<file path="config.mk">
export PLATFORM = sky130hd
export DESIGN_NAME = itrx_aib_phy_dly_line
export DESIGN_NICKNAME = d
export VERILOG_FILES = /design/src/rtl/itrx_aib_phy_dly_line.sv
export SDC_FILE = /design/constraint.sdc
export NUM_CORES = 1
export LEC_CHECK = 0
export ABC_AREA = 1
export CORE_MARGIN = 5
export CORE_UTILIZATION = 37
export CTS_BUF_LIST = sky130_fd_sc_hd__clkbuf_16
export DETAILED_ROUTE_END_ITERATION = 8
export HOLD_SLACK_MARGIN = 0.08
export PLACE_DENSITY = 0.63
export SLEW_MARGIN = 15
export SYNTH_ARGS = -nofsm -noshare
export SYNTH_HDL_FRONTEND = slang
export SYNTH_SLANG_ARGS = --single-unit
</file>
<file path="constraint.sdc">
create_clock -name clk -period 1.6 [get_ports clk]
set_input_delay 0.32 -clock clk [delete_from_list [all_inputs] [get_ports clk]]
set_output_delay 0.32 -clock clk [all_outputs]
set_load 0.01 [all_outputs]
</file>
<file path="src/rtl/itrx_aib_phy_dly_line.sv">
// rtl/itrx_aib_phy_dly_line.sv - programmable-depth retiming delay line with settle/lock supervision
// Optional: define ITRX_AIB_PHY_DLY_NEGEDGE_EN for the half-cycle negedge output stage.
module itrx_aib_phy_dly_line #(
    parameter int               WIDTH     = 8,
    parameter int               MAX_DEPTH = 4,
    parameter logic [WIDTH-1:0] RST_VAL   = {WIDTH{1'b0}},
    localparam int              SEL_W     = $clog2(MAX_DEPTH + 1)
) (
    input  logic             clk,
    input  logic             rst,
    input  logic             en,
    input  logic [WIDTH-1:0] din,
    input  logic             din_vld,
    input  logic [SEL_W-1:0] dly_sel,
`ifdef ITRX_AIB_PHY_DLY_NEGEDGE_EN
    input  logic             half_sel,
`endif
    output logic [WIDTH-1:0] dout,
    output logic             dout_vld,
    output logic             locked,
    output logic             sel_err
);

    localparam logic [SEL_W-1:0] MAX_SEL = SEL_W'(MAX_DEPTH);

    logic [WIDTH-1:0] stg_data_q [1:MAX_DEPTH];
    logic [WIDTH-1:0] stg_data_d [1:MAX_DEPTH];
    logic             stg_vld_q  [1:MAX_DEPTH];
    logic             stg_vld_d  [1:MAX_DEPTH];
    logic [WIDTH-1:0] dout_q, dout_d;
    logic             dout_q_vld, dout_d_vld;
    logic [SEL_W-1:0] sel_q, sel_d;
    logic [SEL_W:0]   settle_q, settle_d;
    logic             sel_err_q, sel_err_d;
    logic [WIDTH-1:0] tap_data;
    logic             tap_vld;
    logic             sel_oob;
    logic [SEL_W-1:0] sel_c;

    // Clamp out-of-range requests to the deepest implemented tap
    always_comb begin
        sel_oob = (dly_sel > MAX_SEL);
        sel_c   = sel_oob ? MAX_SEL : dly_sel;
    end

    // Select the tap feeding the output register; tap 0 is the raw input word
    always_comb begin
        tap_data = din;
        tap_vld  = din_vld;
        for (int k = 1; k <= MAX_DEPTH; k++) begin
            if (sel_q == SEL_W'(k)) begin
                tap_data = stg_data_q[k];
                tap_vld  = stg_vld_q[k];
            end
        end
    end

    // Next state: shift stages, load output, track selection and settle countdown
    always_comb begin
        for (int k = 1; k <= MAX_DEPTH; k++) begin
            stg_data_d[k] = stg_data_q[k];
            stg_vld_d[k]  = stg_vld_q[k];
        end
        dout_d     = dout_q;
        dout_d_vld = dout_q_vld;
        sel_d      = sel_q;
        settle_d   = settle_q;
        sel_err_d  = sel_err_q | sel_oob;
        if (en) begin
            stg_data_d[1] = din;
            stg_vld_d[1]  = din_vld;
            for (int k = 2; k <= MAX_DEPTH; k++) begin
                stg_data_d[k] = stg_data_q[k-1];
                stg_vld_d[k]  = stg_vld_q[k-1];
            end
            // Old selection drives the output on the cycle the selection changes
            dout_d     = tap_data;
            dout_d_vld = tap_vld;
            if (sel_c != sel_q) begin
                sel_d    = sel_c;
                settle_d = (SEL_W+1)'(sel_c) + 1'b1;
            end else if (settle_q != '0) begin
                settle_d = settle_q - 1'b1;
            end
        end
    end

    // State registers with synchronous reset taking priority over enable
    always_ff @(posedge clk) begin
        if (rst) begin
            for (int k = 1; k <= MAX_DEPTH; k++) begin
                stg_data_q[k] <= RST_VAL;
                stg_vld_q[k]  <= 1'b0;
            end
            dout_q     <= RST_VAL;
            dout_q_vld <= 1'b0;
            sel_q      <= '0;
            settle_q   <= (SEL_W+1)'(1);
            sel_err_q  <= 1'b0;
        end else begin
            for (int k = 1; k <= MAX_DEPTH; k++) begin
                stg_data_q[k] <= stg_data_d[k];
                stg_vld_q[k]  <= stg_vld_d[k];
            end
            dout_q     <= dout_d;
            dout_q_vld <= dout_d_vld;
            sel_q      <= sel_d;
            settle_q   <= settle_d;
            sel_err_q  <= sel_err_d;
        end
    end

    assign locked  = (settle_q == '0);
    assign sel_err = sel_err_q;

`ifdef ITRX_AIB_PHY_DLY_NEGEDGE_EN
    logic [WIDTH-1:0] neg_data_q, neg_data_d;
    logic             neg_vld_q, neg_vld_d;

    // Half-cycle stage input is the gated posedge output
    always_comb begin
        neg_data_d = dout_q;
        neg_vld_d  = dout_q_vld & locked;
    end

    // Negedge retiming register, cleared when rst is seen high at the falling edge
    always_ff @(negedge clk) begin
        if (rst) begin
            neg_data_q <= RST_VAL;
            neg_vld_q  <= 1'b0;
        end else begin
            neg_data_q <= neg_data_d;
            neg_vld_q  <= neg_vld_d;
        end
    end

    assign dout     = half_sel ? neg_data_q : dout_q;
    assign dout_vld = half_sel ? neg_vld_q  : (dout_q_vld & locked);
`else
    assign dout     = dout_q;
    assign dout_vld = dout_q_vld & locked;
`endif

endmodule

</file>
==> summary.md, run 1 <==
| Metric | Value |
|---|---|
| Status | `completed` |
| Worst Skew | `0.003960 ns` |
| Syn_area_per_cell | `between 6 and 7 sq um` |
| Cell count after synthesis | `around 360` |
| 1st-iter DRT viols | `a little over 90` |
| RSZ-0062 raised after global routing | `no` |
| Crit Path Max Fanout | `2` |
| # rows | `29` |
| Crit path DAT | `between 1 and 1.5 ns` |
| PortBufs | `25` |
| Die height | `91.93 um` |
| H-tree level count | `2` |
| Die W | `91.93 um` |
| Clock latency on the worst-skew pair | `0.29 ns` |
| Core box area | `~0.0064 sq mm` |
| CP Buf/Inv Count | `1` |
| Fin area | `around 0.0032 sq mm` |
| GRT Overall Usage | `0.1427` |
| Reg clk slew, reported paths | `approximately 0.06 ns` |
| Routed wire length | `roughly 6.0 mm` |
| Final Hold Viols | `0` |
| Fin nets | `420` |
| Crit path kind | `reg -> out` |
| PwrDens | `964.5 mW/mm^2` |
| Via count | `around 2300` |
| Fin. max-slew vios | `0` |
| CTS Buf Count | `5` |
| GRT Residual Overflow | `0` |
| # IOs | `26` |
| WL/cell | `roughly 12 um` |
| Placed inst area | `~0.003 sq mm` |
| Syn Std Cell Area | `0.002484 sq mm` |
| Drt drc | `0` |
| Setup crit end kind | `output port` |
| P_leak | `about 1.5 nW` |
| Root Buffer | `clkbuf_16` |
| Tcrit/Tclk final | `0.9433` |
| First-pass GRT wire length | `about 10 mm` |
| N_diodes | `0` |
| First-pass detailed-route iteration total | `6` |
| Clock buffer depth | `2` |
| Clock Sinks | `53` |
| Share of cells above drive strength 1 | `0.1266` |
| Sequential area share after synthesis | `0.4272` |
| Final HPWL DP | `between 3 and 4 mm` |
| Initial antenna violation count | `0` |
| Layout area overhead | `27.10%` |
| Post-CTS Setup Bufs | `0` |
| Crit path from | `dout[4]$_SDFFE_PP0P_` |
| # fillers | `661` |
| Seq cells post-synth | `53` |
| Worst setup SP type | `flip-flop` |
| CTS tree | `done` |
| Reg2reg start | `sel_q[0]$_SDFFE_PP0P_` |
| Worst VDD drop | `a little under 0.4 mV` |
| ANT nets after route | `0` |
| Worst Hold Class | `in -> reg` |
| CP required | `1.28 ns` |
| Crit path cell chain | `clkdlybuf4s50_1` |
| Min Tclk post-route | `1.509 ns` |
| Hold path startpoint | `dly_sel[2]` |
| Endpoints failing setup | `0` |
| Largest net degree at the start of global routing | `42` |
| Achievable frequency | `approximately 0.66 GHz` |
| Post-Syn Nets | `about 380` |
| Ys Warns | `0` |
| Worst-Margin Slew | `0.3538 ns` |
| Yosys cell types | `24` |
| Vias per inst | `4.858` |
| Critical path's largest stage delay | `0.55 ns` |
| Top delay family on crit path | `buffers and inverters` |
| GPL Wtd Cong | `approximately 0.81` |
| DIE AREA | `around 0.0085 sq mm` |
| Crit-path slowest cell | `clkdlybuf4s50_1` |
| Number of global-route vias before repair | `roughly 2200` |
| Slew HR | `0.7638` |
| Total Power | `approximately 3 mW` |
| Max cap viols | `0` |
| Starting Density | `0.3867` |
| Final core occ | `0.4915` |
[layout by cell type, fill, tap and decap left out, types with 2 or more instances in the layout]
| cell | Yosys | routed |
|---|---|---|
| nand2_1 | 70 | 69 |
| o21ai_0 | 55 | 55 |
| dfxtp_1 | 53 | 52 |
| nor2_1 | 50 | 50 |
| a21oi_1 | 33 | 33 |
| inv_1 | 29 | 32 |
| buf_4 | 0 | 23 |
| clkdlybuf4s50_1 | 0 | 20 |
| nand3_1 | 13 | 12 |
| o21ai_1 | 9 | 9 |
| o21bai_1 | 9 | 9 |
| inv_2 | 6 | 6 |
| clkbuf_16 | 0 | 5 |
| nand2_2 | 3 | 3 |
| ha_1 | 3 | 3 |
| dlymetal6s2s_1 | 0 | 3 |
| buf_12 | 0 | 3 |
| nand3_2 | 2 | 2 |
| nand3_4 | 1 | 2 |
| xor2_1 | 2 | 2 |
[synth_stat cells]
cell,n,area (sq um)
nand2_1,70,262.8
o21ai_0,55,275.3
dfxtp_1,53,1061
nor2_1,50,187.7
a21oi_1,33,165.2
inv_1,29,108.9
clkbuf_1,14,52.55
nand3_1,13,65.06
o21ai_1,9,45.04
o21bai_1,9,67.56
inv_2,6,22.52
ha_1,3,37.54
nand2_2,3,18.77
nand3_2,2,20.02
nor2_2,2,12.51
xor2_1,2,17.52
buf_2,1,5.000
buf_6,1,11.26
clkbuf_2,1,5.000
clkinv_1,1,3.750
nand3_4,1,17.52
nand3b_1,1,7.510
nor3_1,1,5.000
o21ai_2,1,8.760
[cells by family after synthesis]
| logic type | after synthesis | share of synthesized area |
|---|---|---|
| XOR/XNOR | 2 | 0.007054 |
| buffers and inverters | 53 | 0.08412 |
| AND/OR/NAND/NOR | 143 | 0.2403 |
| flip-flops | 53 | 0.4272 |
| adder cells (fa/ha/maj) | 3 | 0.01511 |
| AO/OA/AOI/OAI | 107 | 0.2262 |
[worst register-to-register path, stage by stage (launching register included)]
cell and delay (ns):
dfxtp_1 0.47, nand3_4 0.25, o21ai_1 0.20, nor2_1 0.07
o21bai_1 0.15, nand2_1 0.07, a21oi_1 0.12
[sequential cells by signal, indices dropped and copies added (netlist names)]
name,count
dout,8
dout_q_vld,1
sel_err,1
sel_q,3
settle_q,4
stg_data_q,32
stg_vld_q,4
[per-layer routing]
layer  wire length [um]  track usage  vias up
met5                  0            0        -
met3                168      0.02700        7
li1                   -            -     1243
met2               2834       0.2573       26
met4                 80      0.04455        0
met1               2871       0.1708     1056
[report_power, final]
| part | switching [mW] | internal [mW] | leakage (nW) |
|---|---|---|---|
| logic | 0.306 | 0.255 | 0.954 |
| clock network | 0.451 | 0.564 | 0.0776 |
| registers | 0.0535 | 1.42 | 0.438 |
| total | 0.811 | 2.23 | 1.47 |
[metrics by stage]
stage               std cells  TNS (ns)  setup WS (ns)  hold slack (ns)
finish                    480         0        0.09073           0.3904
CTS                       480         0       0.005446           0.4599
floorplan                 361         0         0.3655           0.3891
global placement          472    -1.242        -0.1961           0.4529
global route              480         0        0.01063           0.4020
detailed placement        472    -1.552        -0.2259           0.4508
[final timing paths]
| kind | endpoint | slack [ns] | cells after the start |
|---|---|---|---|
| max reg2reg | dout[4]$_SDFFE_PP0P_ | 0.21 | 6 |
| max | dout[4] | 0.09 | 1 |
| min | sel_err$_SDFF_PP0_ | 0.39 | 3 |
| min reg2reg | sel_err$_SDFF_PP0_ | 0.46 | 2 |
[layout make-up]
| cell class | count | area, sq um | area share |
|---|---|---|---|
| Clock buffer | 5 | 125.1 | 0.03964 |
| Clock inverter | 3 | 11.26 | 0.003567 |
| Inverter | 36 | 135.1 | 0.04281 |
| Multi-Input combinational cell | 255 | 1246 | 0.3948 |
| Sequential cell | 53 | 1062 | 0.3365 |
| Tap cell | 77 | 96.34 | 0.03052 |
| Timing Repair Buffer | 51 | 480.5 | 0.1522 |
[what timing repair did]
action / CTS / global route
cloned: 0 / 0
setup endpoints to repair: 2 / 8
endpoints found under the hold margin: 0 / 0
pin swaps: 0 / 1
hold buffers: 0 / 0
gates resized for setup: 7 / 10
No activity file was read; power rests on OpenSTA's default activity.
==> inputs of run 2 (changes only) <==
- RECOVER_POWER: not set -> 25
- clock period: 1.6 -> 1.51 ns (I/O delays scaled with it)
==> summary.md, run 2 (synthesis results as in run 1) <==
| Metric | Value |
|---|---|
| Status | `completed` |
| Crit Path Max Fanout | `2` |
| Hold depth | `2` |
| Clock latency on the worst-skew pair | `just under 0.3 ns` |
| Worst setup SP type | `flip-flop` |
| CP Buf/Inv Count | `1` |
| Via count | `2379` |
| Final HPWL DP | `4.051 mm` |
| Fin area | `approximately 0.0032 sq mm` |
| Hold path startpoint | `sel_err$_SDFF_PP0_` |
| WL/cell | `around 13 um` |
| PortBufs | `25` |
| Crit path kind | `reg -> out` |
| Endpoints failing setup | `0` |
| # IOs | `26` |
| GRT Overall Usage | `0.1497` |
| Worst-Margin Slew | `0.2426 ns` |
| Core box area | `approximately 0.0064 sq mm` |
| Largest net degree at the start of global routing | `42` |
| Routed wire length | `6.050 mm` |
| Max reg flops | `32` |
| 1st-iter DRT viols | `130` |
| Vias per inst | `around 4.9` |
| Worst Skew | `between 0.004 and 0.005 ns` |
| N_diodes | `0` |
| First-pass detailed-route iteration total | `4` |
| CP required | `about 1.2 ns` |
| Number of global-route vias before repair | `2248` |
| Clock buffer depth | `2` |
| Reg2reg start | `sel_q[1]$_SDFFE_PP0P_` |
| Fin Setup TNS | `0 ns` |
| Fin nets | `~420` |
| Hold Buf Count CTS | `0` |
| Worst VDD drop | `between 0.4 and 0.5 mV` |
| Crit path cell chain | `clkdlybuf4s50_1` |
| CTS Buf Count | `5` |
| ANT nets after route | `0` |
| Tcrit/Tclk final | `0.9650` |
| Reg-to-reg critical path endpoint | `dout[0]$_SDFFE_PP0P_` |
| Placed inst area | `~0.003 sq mm` |
| Share of cells above drive strength 1 | `0.1572` |
| Clock Sinks | `between 50 and 60` |
| Hold Path Sink | `sel_err$_SDFF_PP0_` |
| Final core occ | `0.5048` |
| Total Power | `roughly 3.5 mW` |
| Slew HR | `0.8378` |
| Layout area overhead | `30.53%` |
| Commonest cells after routing, fill and taps aside | `67 x nand2_1, 55 x o21ai_0, 50 x nor2_1, 48 x dfxtp_1, 33 x a21oi_1` |
| Commonest non-fill, non-tap cell in the layout | `nand2_1` |
| Top delay family on crit path | `buffers and inverters` |
| Reg2reg setup slack | `around 0.17 ns` |
| Final Hold Viols | `0` |
| Min Tclk post-route | `around 1.5 ns` |
| # rows | `29` |
| Register name with the most flops | `stg_data_q` |
| Max cap viols | `0` |
| Crit-path slowest cell | `clkdlybuf4s50_1` |
| DIE AREA | `around 0.0085 sq mm` |
| Reg2Reg Depth | `8` |
| GPL Wtd Cong | `approximately 0.8` |
| Drt drc | `0` |
| GRT Residual Overflow | `0` |
| Die W | `91.93 um` |
| Worst Hold Class | `reg -> reg` |
| Critical path's largest stage delay | `around 0.53 ns` |
| Die height | `a little over 90 um` |
| Root Buffer | `clkbuf_16` |
| Fin. max-slew vios | `0` |
| PwrDens | `between 1000 and 1500 mW/mm^2` |
| Reg clk slew, reported paths | `roughly 0.070 ns` |
| Achievable frequency | `about 0.69 GHz` |
| Crit path DAT | `around 1.2 ns` |
| CTS tree | `done` |
| RSZ-0062 raised after global routing | `no` |
| H-tree level count | `2` |
| First-pass GRT wire length | `between 10 and 15 mm` |
| Initial antenna violation count | `0` |
| Starting Density | `0.3867` |
| Setup crit end kind | `output port` |
| P_leak | `~1.5 nW` |
## run 2: changes by cell type in the layout (fill, tap and decap cells not counted), moves of 2 or more
| cell | delta |
|---|---|
| buf_4 | +2 |
| nand2_1 | -2 |
| dfxtp_1 | -4 |
| dfxtp_2 | +4 |
| clkdlybuf4s25_1 | +2 |
| inv_1 | -5 |
| nand2_2 | +2 |
| clkdlybuf4s50_1 | -2 |
| clkbuf_1 | +2 |
## run 2: how the worst max path moves through the flow
stage	startpoint	end	depth (start not counted)
final	dout[2]$_SDFFE_PP0P_	dout[2]	1
after global routing	sel_q[1]$_SDFFE_PP0P_	dout[0]$_SDFFE_PP0P_	8
after CTS	dly_sel[1]	settle_q[2]$_SDFFE_PP0P_	10
after detailed placement	dly_sel[0]	settle_q[1]$_SDFFE_PP0P_	10
after global placement	dly_sel[2]	settle_q[1]$_SDFFE_PP0P_	11
after floorplan	dly_sel[0]	settle_q[2]$_SDFFE_PP0P_	9
## run 2: layer usage
layer | up-vias | routed length (um) | global-route usage
met3 | 10 | 174 | 0.01964
li1 | 1254 | - | -
met5 | - | 0 | 0
met4 | 0 | 97 | 0.05941
met2 | 39 | 2926 | 0.2543
met1 | 1076 | 2852 | 0.1924
## run 2: area by class of cell
type,count,area (sq um)
Sequential cell,53,1067
Tap cell,77,96.34
Fill cell,656,3181
Clock buffer,5,125.1
Timing Repair Buffer,55,503.0
Multi-Input combinational cell,255,1271
Inverter,36,137.6
Clock inverter,3,41.29
## run 2: stage by stage
| stage | hold slack (ns) | setup slack, ns | instances |
|---|---|---|---|
| 6_report | 0.4540 | 0.05286 | 484 |
| 5_1_grt | 0.4840 | 0.001535 | 484 |
| 4_1_cts | 0.4580 | 0.001017 | 483 |
| 3_5_place_dp | 0.4482 | -0.3116 | 474 |
| 3_3_place_gp | 0.4527 | -0.2672 | 474 |
| 2_1_floorplan | 0.3711 | 0.2935 | 361 |
## run 2: report_power, final
part	switching, mW	internal, mW	leakage [nW]
clock network	0.501	0.776	0.0775
registers	0.0584	1.50	0.440
logic	0.332	0.281	0.965
total	0.891	2.56	1.48
## run 2: what timing repair did
item / CTS / global route
gates resized for setup: 15 / 17
pin swaps: 2 / 5
endpoints found under the setup margin: 5 / 12
buffers inserted: 1 / 1
==> inputs of run 3 (changes only) <==
- CAP_MARGIN: not set -> 20
- REMOVE_ABC_BUFFERS: not set -> 1
- SETUP_SLACK_MARGIN: not set -> 0.05
==> summary.md, run 3 (synthesis results as in run 1) <==
| Metric | Value |
|---|---|
| Status | `completed` |
| Via count | `between 2000 and 2500` |
| Worst Skew | `0.002564 ns` |
| Total Power | `approximately 3.5 mW` |
| # fillers | `between 600 and 700` |
| Drt drc | `0` |
| Hold depth | `2` |
| Slew HR | `0.7592` |
| Hold path startpoint | `sel_err$_SDFF_PP0_` |
| PwrDens | `roughly 1100 mW/mm^2` |
| Starting Density | `0.3867` |
| CP required | `between 1 and 1.5 ns` |
| Max cap viols | `0` |
| Placed cell count | `approximately 470` |
| First-pass GRT wire length | `10.72 mm` |
| Setup WS post-layout | `around 0.091 ns` |
| First-pass detailed-route iteration total | `4` |
| CTS tree | `done` |
| Reg2Reg Depth | `9` |
| Endpoints failing setup | `0` |
| Final HPWL DP | `3.917 mm` |
| ANT nets after route | `0` |
| Routed wire length | `about 6.3 mm` |
| GPL Wtd Cong | `about 0.87` |
| Placed inst area | `roughly 0.003 sq mm` |
| Number of global-route vias before repair | `2336` |
| 1st-iter DRT viols | `201` |
| Vias per inst | `around 5.1` |
| PortBufs | `25` |
| Die height | `91.93 um` |
| Root Buffer | `clkbuf_16` |
| GRT Residual Overflow | `0` |
| Worst VDD drop | `between 0.6 and 0.7 mV` |
| Achievable frequency | `between 0.7 and 0.8 GHz` |
| Setup crit end kind | `output port` |
| Final Hold Viols | `0` |
| Hold Path Sink | `sel_err$_SDFF_PP0_` |
| Initial antenna violation count | `0` |
| Layout area overhead | `30.43%` |
| # rows | `29` |
| Reg clk slew, reported paths | `0.07 ns` |
| Core box area | `0.006422 sq mm` |
| DIE AREA | `0.008451 sq mm` |
| Max reg flops | `32` |
| Die W | `~92 um` |
| Share of cells above drive strength 1 | `0.1642` |
| Tcrit/Tclk final | `0.9400` |
| RSZ-0062 raised after global routing | `yes` |
| Register name with the most flops | `stg_data_q` |
| Fin cells | `approximately 490` |
| WL/cell | `around 13 um` |
| Fin. max-slew vios | `0` |
| Largest net degree at the start of global routing | `between 40 and 50` |
| # IOs | `26` |
| Post-Place Setup Slack | `-0.2804 ns` |
| Commonest cells after routing, fill and taps aside | `67 x nand2_1, 55 x o21ai_0, 50 x nor2_1, 49 x dfxtp_1, 33 x a21oi_1` |
| Min Tclk post-route | `between 1 and 1.5 ns` |
| P_leak | `approximately 1.5 nW` |
| Commonest non-fill, non-tap cell in the layout | `nand2_1` |
| Fin nets | `approximately 430` |
| Worst Hold Class | `reg -> reg` |
| Reg2reg start | `settle_q[0]$_SDFFE_PP1P_` |
| Reg-to-reg critical path endpoint | `settle_q[2]$_SDFFE_PP0P_` |
| GRT Overall Usage | `0.1530` |
| Crit Path Max Fanout | `3` |
| Crit path kind | `reg -> out` |
| Clock latency on the worst-skew pair | `0.29 ns` |
| CTS Buf Count | `5` |
| Worst-Margin Slew | `about 0.36 ns` |
| Reg2reg setup slack | `0.14 ns` |
| Worst setup SP type | `flip-flop` |
| Final core occ | `0.5044` |
| Clock buffer depth | `2` |
| N_diodes | `0` |
| H-tree level count | `2` |
| Crit path DAT | `between 1 and 1.5 ns` |
| Fin area | `roughly 0.0032 sq mm` |
| Clock Sinks | `between 50 and 60` |
[run 3: worst max path at each step]
stage | start | cells past startpoint | end | slack (ns)
CTS | settle_q[1]$_SDFFE_PP0P_ | 5 | dout_vld | 0.05
floorplan | en | 3 | stg_data_q[0][10]$_SDFFE_PP0P_ | 0.08
detailed placement | dly_sel[0] | 9 | settle_q[0]$_SDFFE_PP1P_ | -0.28
global placement | dly_sel[0] | 10 | settle_q[2]$_SDFFE_PP0P_ | -0.23
finish | settle_q[0]$_SDFFE_PP1P_ | 5 | dout_vld | 0.09
global route | sel_q[2]$_SDFFE_PP0P_ | 8 | dout[6]$_SDFFE_PP0P_ | 0.02
[run 3: per-layer routing]
| metal | share of wire | track usage |
|---|---|---|
| met1 | 0.46 | 0.2039 |
| met2 | 0.47 | 0.2494 |
| met3 | 0.057 | 0.02782 |
| met4 | 0.013 | 0.05198 |
| met5 | 0 | 0 |
[run 3: area by class of cell]
| cell class | instances | area, sq um | area share |
|---|---|---|---|
| Inverter | 36 | 145.1 | 0.04480 |
| Tap cell | 77 | 96.34 | 0.02974 |
| Clock buffer | 5 | 125.1 | 0.03862 |
| Multi-Input combinational cell | 256 | 1286 | 0.3971 |
| Sequential cell | 53 | 1066 | 0.3291 |
| Clock inverter | 3 | 42.54 | 0.01313 |
| Timing Repair Buffer | 55 | 478.0 | 0.1475 |
[run 3: what timing repair did]
item / CTS / global route
gates cloned: 0 / 1
hold buffers: 0 / 0
buffers inserted: 2 / 1
endpoints found under the setup margin: 13 / 18
resized for setup: 23 / 20
pin swaps: 2 / 2
[run 3: power by group]
part           switching, mW  internal (mW)
combinational          0.340          0.272
clock                  0.514          0.779
sequential            0.0614           1.50
[run 3: worst max-delay path: stages, from the launching register on]
cell	delay [ns]
dfxtp_2	0.32
inv_2	0.08
ha_4	0.14
nand3_4	0.07
nor2_1	0.08
buf_2	0.13
[run 3: stage by stage]
stage,hold slack [ns],TNS (ns)
6_report,0.4484,0
5_1_grt,0.4628,0
4_1_cts,0.4514,0
3_5_place_dp,0.4412,-1.692
3_3_place_gp,0.4398,-1.354
2_1_floorplan,0.3711,0
